--- src/rtl/serial_adder_nbit.sv ---
// serial_adder_nbit: digit-serial WIDTH-bit adder/subtractor, DIGIT bits per cycle.
// Ports: clk, rst_n (async active-low); in_valid/in_ready with a, b, cin, sub;
//        out_valid/out_ready with sum, cout, ovf; busy is high while digits are summed.
module serial_adder_nbit #(
    parameter int WIDTH = 16,
    parameter int DIGIT = 2
) (
    input  logic             clk,
    input  logic             rst_n,
    input  logic             in_valid,
    output logic             in_ready,
    input  logic [WIDTH-1:0] a,
    input  logic [WIDTH-1:0] b,
    input  logic             cin,
    input  logic             sub,
    output logic             out_valid,
    input  logic             out_ready,
    output logic [WIDTH-1:0] sum,
    output logic             cout,
    output logic             ovf,
    output logic             busy
);

    localparam int NUM_DIGITS = WIDTH / DIGIT;
    localparam int CW = (NUM_DIGITS > 1) ? $clog2(NUM_DIGITS) : 1;
    localparam logic [CW-1:0] LAST = CW'(NUM_DIGITS - 1);

    localparam logic [1:0] S_IDLE = 2'd0;
    localparam logic [1:0] S_RUN  = 2'd1;
    localparam logic [1:0] S_DONE = 2'd2;

    logic [1:0]       state;
    logic [WIDTH-1:0] opa;
    logic [WIDTH-1:0] opb;
    logic [WIDTH-1:0] psum;
    logic             carry;
    logic [CW-1:0]    cnt;

    logic [DIGIT:0]   dadd;
    logic [DIGIT-1:0] dsum;
    logic             dcarry;
    logic             msb_cin;
    logic [WIDTH-1:0] psum_next;
    logic             accept;
    logic             last;

    assign dadd   = {1'b0, opa[DIGIT-1:0]}
                  + {1'b0, opb[DIGIT-1:0]}
                  + {{DIGIT{1'b0}}, carry};
    assign dsum   = dadd[DIGIT-1:0];
    assign dcarry = dadd[DIGIT];

    // Carry into the top bit of this digit, recovered from the bit's own sum.
    // Only meaningful on the final digit, where that bit is the word MSB.
    assign msb_cin = opa[DIGIT-1] ^ opb[DIGIT-1] ^ dsum[DIGIT-1];

    // New digit enters at the top; after NUM_DIGITS shifts the word is aligned.
    assign psum_next = (psum >> DIGIT) | (WIDTH'(dsum) << (WIDTH - DIGIT));

    assign in_ready  = (state == S_IDLE) || ((state == S_DONE) && out_ready);
    assign accept    = in_valid && in_ready;
    assign last      = (cnt == LAST);
    assign busy      = (state == S_RUN);
    assign out_valid = (state == S_DONE);

    always_ff @(posedge clk or negedge rst_n) begin
        if (!rst_n) begin
            state <= S_IDLE;
            opa   <= '0;
            opb   <= '0;
            psum  <= '0;
            carry <= 1'b0;
            cnt   <= '0;
            sum   <= '0;
            cout  <= 1'b0;
            ovf   <= 1'b0;
        end else begin
            case (state)
                S_IDLE: ;
                S_RUN: begin
                    opa   <= opa >> DIGIT;
                    opb   <= opb >> DIGIT;
                    psum  <= psum_next;
                    carry <= dcarry;
                    cnt   <= cnt + 1'b1;
                    if (last) begin
                        sum   <= psum_next;
                        cout  <= dcarry;
                        ovf   <= dcarry ^ msb_cin;
                        state <= S_DONE;
                    end
                end
                S_DONE: begin
                    if (out_ready) begin
                        state <= S_IDLE;
                    end
                end
                default: state <= S_IDLE;
            endcase

            // Accept only happens in IDLE or DONE, so it never collides
            // with the RUN updates above; in DONE it overrides the IDLE exit.
            if (accept) begin
                opa   <= a;
                opb   <= sub ? ~b : b;
                carry <= sub ? 1'b1 : cin;
                cnt   <= '0;
                state <= S_RUN;
            end
        end
    end

endmodule

--- config.mk ---
export PLATFORM = sky130hd
export DESIGN_NAME = serial_adder_nbit
export DESIGN_NICKNAME = d
export VERILOG_FILES = /design/src/rtl/serial_adder_nbit.sv
export SDC_FILE = /design/constraint.sdc
export NUM_CORES = 1
export LEC_CHECK = 0
export ABC_CLOCK_PERIOD_IN_PS = 2200
export CORE_UTILIZATION = 38
export CTS_CLUSTER_SIZE = 14
export DETAILED_ROUTE_END_ITERATION = 16
export HOLD_SLACK_MARGIN = 0.08
export MAX_ROUTING_LAYER = met4
export PLACE_DENSITY_LB_ADDON = 0.15
export SLEW_MARGIN = 20
export SYNTH_ARGS = -nofsm -noshare
export SYNTH_HDL_FRONTEND = slang
export SYNTH_SLANG_ARGS = --single-unit
--- constraint.sdc ---
create_clock -name clk -period 2.2 [get_ports clk]
set_input_delay 0.33 -clock clk [delete_from_list [all_inputs] [get_ports clk]]
set_output_delay 0.33 -clock clk [all_outputs]
set_load 0.01 [all_outputs]
==> results of run 1 <==
-- synthesized netlist by cell type (all sizes together) --
| cell type | instances |
|---|---|
| and2 | 3 |
| nand2 | 51 |
| o21ai | 38 |
| fa | 2 |
| xor2 | 17 |
| mux2i | 27 |
| buf | 15 |
| xnor2 | 2 |
| nor2b | 2 |
| a21oi | 3 |
| nand2b | 3 |
| dfrtp | 70 |
| a221o | 2 |
| mux2 | 15 |
| ha | 3 |
| nand3 | 30 |
| inv | 7 |
| nor2 | 2 |
| nand3b | 1 |
| clkbuf | 8 |
-- worst min path at each step --
stage	slack, ns	cells after the start	from	endpoint
after floorplan	0.03	0	rst_n	carry$_DFFE_PN0P_
after global placement	0.39	2	rst_n	ovf$_DFFE_PN0P_
after detailed placement	0.38	2	rst_n	cout$_DFFE_PN0P_
after CTS	0.49	2	sum[14]$_DFFE_PN0P_	sum[14]$_DFFE_PN0P_
after global routing	0.51	2	psum[11]$_DFFE_PN0P_	psum[9]$_DFFE_PN0P_
final	0.48	2	sum[14]$_DFFE_PN0P_	sum[14]$_DFFE_PN0P_
-- power by group through the flow --
stage	clock network, mW	registers (mW)	logic [mW]
finish	1.38	2.16	2.13
global route	1.48	2.24	2.39
CTS	1.41	2.18	2.18
detailed placement	0	2.20	2.16
global placement	0	2.18	2.13
floorplan	0	2.17	1.43
-- flip-flops by register name, indices dropped and copies added, names as in the netlist --
signal	count
opb	16
cout	1
opa	16
carry	1
ovf	1
state	2
cnt	3
sum	16
psum	14
-- area by class of cell --
cell class / count / area (um^2)
flip-flops and latches: 70 / 1750
fillers: 766 / 4010
well taps: 105 / 131
repair buffers: 70 / 706
clock inverters: 6 / 133
multi-input cells: 201 / 1320
inverters: 7 / 31.3
clock buffers: 10 / 138
-- repair_timing --
item | 4_1_cts | 5_1_grt
setup buffers | 0 | 0
endpoints found under the hold margin | 70 | 0
endpoints found under the setup margin | 0 | 0
hold buffers | 1 | 0
-- metrics by stage --
| step | hold WS, ns | total power [mW] | std cells |
|---|---|---|---|
| floorplan | 0.0344 | 3.60 | 301 |
| global placement | 0.389 | 4.31 | 452 |
| detailed placement | 0.385 | 4.37 | 452 |
| CTS | 0.486 | 5.77 | 469 |
| global route | 0.514 | 6.11 | 469 |
| finish | 0.478 | 5.68 | 469 |
-- tightest hold or removal path, delay by kind of cell (launching register included) --
family           cells  cell delay (ns)
AND/OR/NAND/NOR      1             0.04
AO/OA/AOI/OAI        1             0.06
flip-flops           1             0.34
-- kinds of logic after synthesis --
group                      Yosys count
muxes                               42
xor gates and xnor gates            19
and+or+nand+nor                     92
DFF                                 70
AOI/OAI and AO/OA                   43
buffers and inverters               30
adders and majority gates            5
-- metal layers --
| metal | vias up | share of wire |
|---|---|---|
| li1 | 1126 | - |
| met1 | 1087 | 0.47 |
| met2 | 46 | 0.48 |
| met3 | 10 | 0.030 |
| met4 | 0 | 0.016 |
| met5 | - | 0 |
==> impl_metrics.ini, run 1 <==
[run_status]
status = finished, final reports clean

[setup_path]
worst-path-buf-inv = 2
worstPathMaxFanout = 2
startpoint = out_ready
required_ns = 1.87
path_cells = clkdlybuf4s50_1, nand2b_1, nor2b_1, clkdlybuf4s50_1
path_depth = 4
critPathMaxStageDelay_ns = 0.54
reg2reg_slack_ns = 0.33
endpoint = in_ready
slowest_stage = clkdlybuf4s50_1
timing.rr.start = opa[0]$_DFFE_PN0P_
worst-endpoint-arrival_ns = 1.66
crit_path_start_kind = primary input
crit_family = buffers and inverters
r2r_cells = 6
cpMostUsedCell = clkdlybuf4s50_1
critPathKind = in2out
timing.rr.end = ovf$_DFFE_PN0P_
endpoint_kind = primary output

[floorplan]
initial_core_util = 0.393
io_pins = 59
die_h_um = 94.2
core-area_mm2 = 0.00822
die_area_mm2 = 0.00887
rows = 33
die_w_um = 94.2

[logic_synthesis]
synth_seq_cells = 70
avgSynthCellArea_um2 = 10.7
yosys.area_share.simple = 0.126
netlist.area_leader.share = 0.542
yosys.area.top_type = dfrtp_1
synth.area.mux_share = 0.136
synth-compound-area-share = 0.0697
synth_cells = 301
synthXorXnorAreaFrac = 0.0515
yosysWarnings = 0
synth_top_family_by_area = multiplexers
syn_area_mm2 = 0.00323
seq_area_frac_synth = 0.542
synth_nets = 344
synthAdderAreaFrac = 0.0240
synth_cell_types = 24
synth_area_leaders = dfrtp_1 (54%), mux2i_1 (8.4%), nand2_1 (5.9%)

[routing]
vias_per_cell = 4.84
post_drt_wl_per_cell_um = 13.6
wirelength_um = 6360
drc = 0
drt_first_iter_violations = 68
ant_nets = 0
drt-pass1-iter-count = 4
num_vias = 2269

[cts]
cts-root-buf = clkbuf_8
cts_resized = 0
clk_path_buf_depth = 2
cts_tree = yes
cts.clk_slew.worst_paths_ns = 0.07
cts_num_sinks = 70
clk-insertion-delay-late_ns = 0.34
cts_buffers = 9
cts_max_level = 3

[global_routing]
grt_max_degree = 71
antenna_found_initial = 0
grt-ovfl-total = 0
grt_pass1_vias = 2263
grt.met3_usage = 0.0291
use_met1 = 0.208
busiest_layer = met2
grt_use_met2 = 0.257
grt_usage = 0.165
grt_pass1_wl_um = 10700

[layout]
final_area_mm2 = 0.00421
syn_to_final_growth_pct = 30.3
final_common_cell = dfrtp_1
finalNetCount = 402
final_cell_mix = dfrtp_1 (70), clkdlybuf4s50_1 (57), nand2_1 (51)
utilization = 0.512
drive_gt1_frac = 0.126
diodes = 0

[power]
power.density_mw_per_mm2 = 1350
internal_power_mw = 3.83
pwr-share-comb = 0.375
irDropWorstVdd_mv = 0.506
clkPwrFrac = 0.244
seqPwrFrac = 0.381
netSwitchingPower_mw = 1.85
leakage_nw = 1.93
switching_share = 0.325

[sta]
period_needed_ns = 1.99
maxSlewViolCount = 0
tightest_slew_ns = 0.558
fin_skew_ns = 0.00902
min_period_over_period = 0.904
hold_viol = 0
fmax_mhz = 503
setup_viol = 0
final.setup.tns_ns = 0
worst_slack_ns = 0.211
rsz0062_at_grt = false
max_slew_margin = 0.628

[place]
io_buffers = 58
placed_area_mm2 = 0.00393
gp_congestion = 0.731
dp_hpwl_um = 4270
pre_cts_slack_ns = 0.200

[flow_run]
drv_cap = 0

[min_path]
min_path_type = reg2reg
Note: power is estimated with default switching activity, not from simulation.
==> run 2, diff against run 1 <==
SLEW_MARGIN = unset   (was 20)
TNS_END_PERCENT = 5   (was unset)
==> results of run 2 <==
Final layout, timing and power as in run 1 (identical DEF).
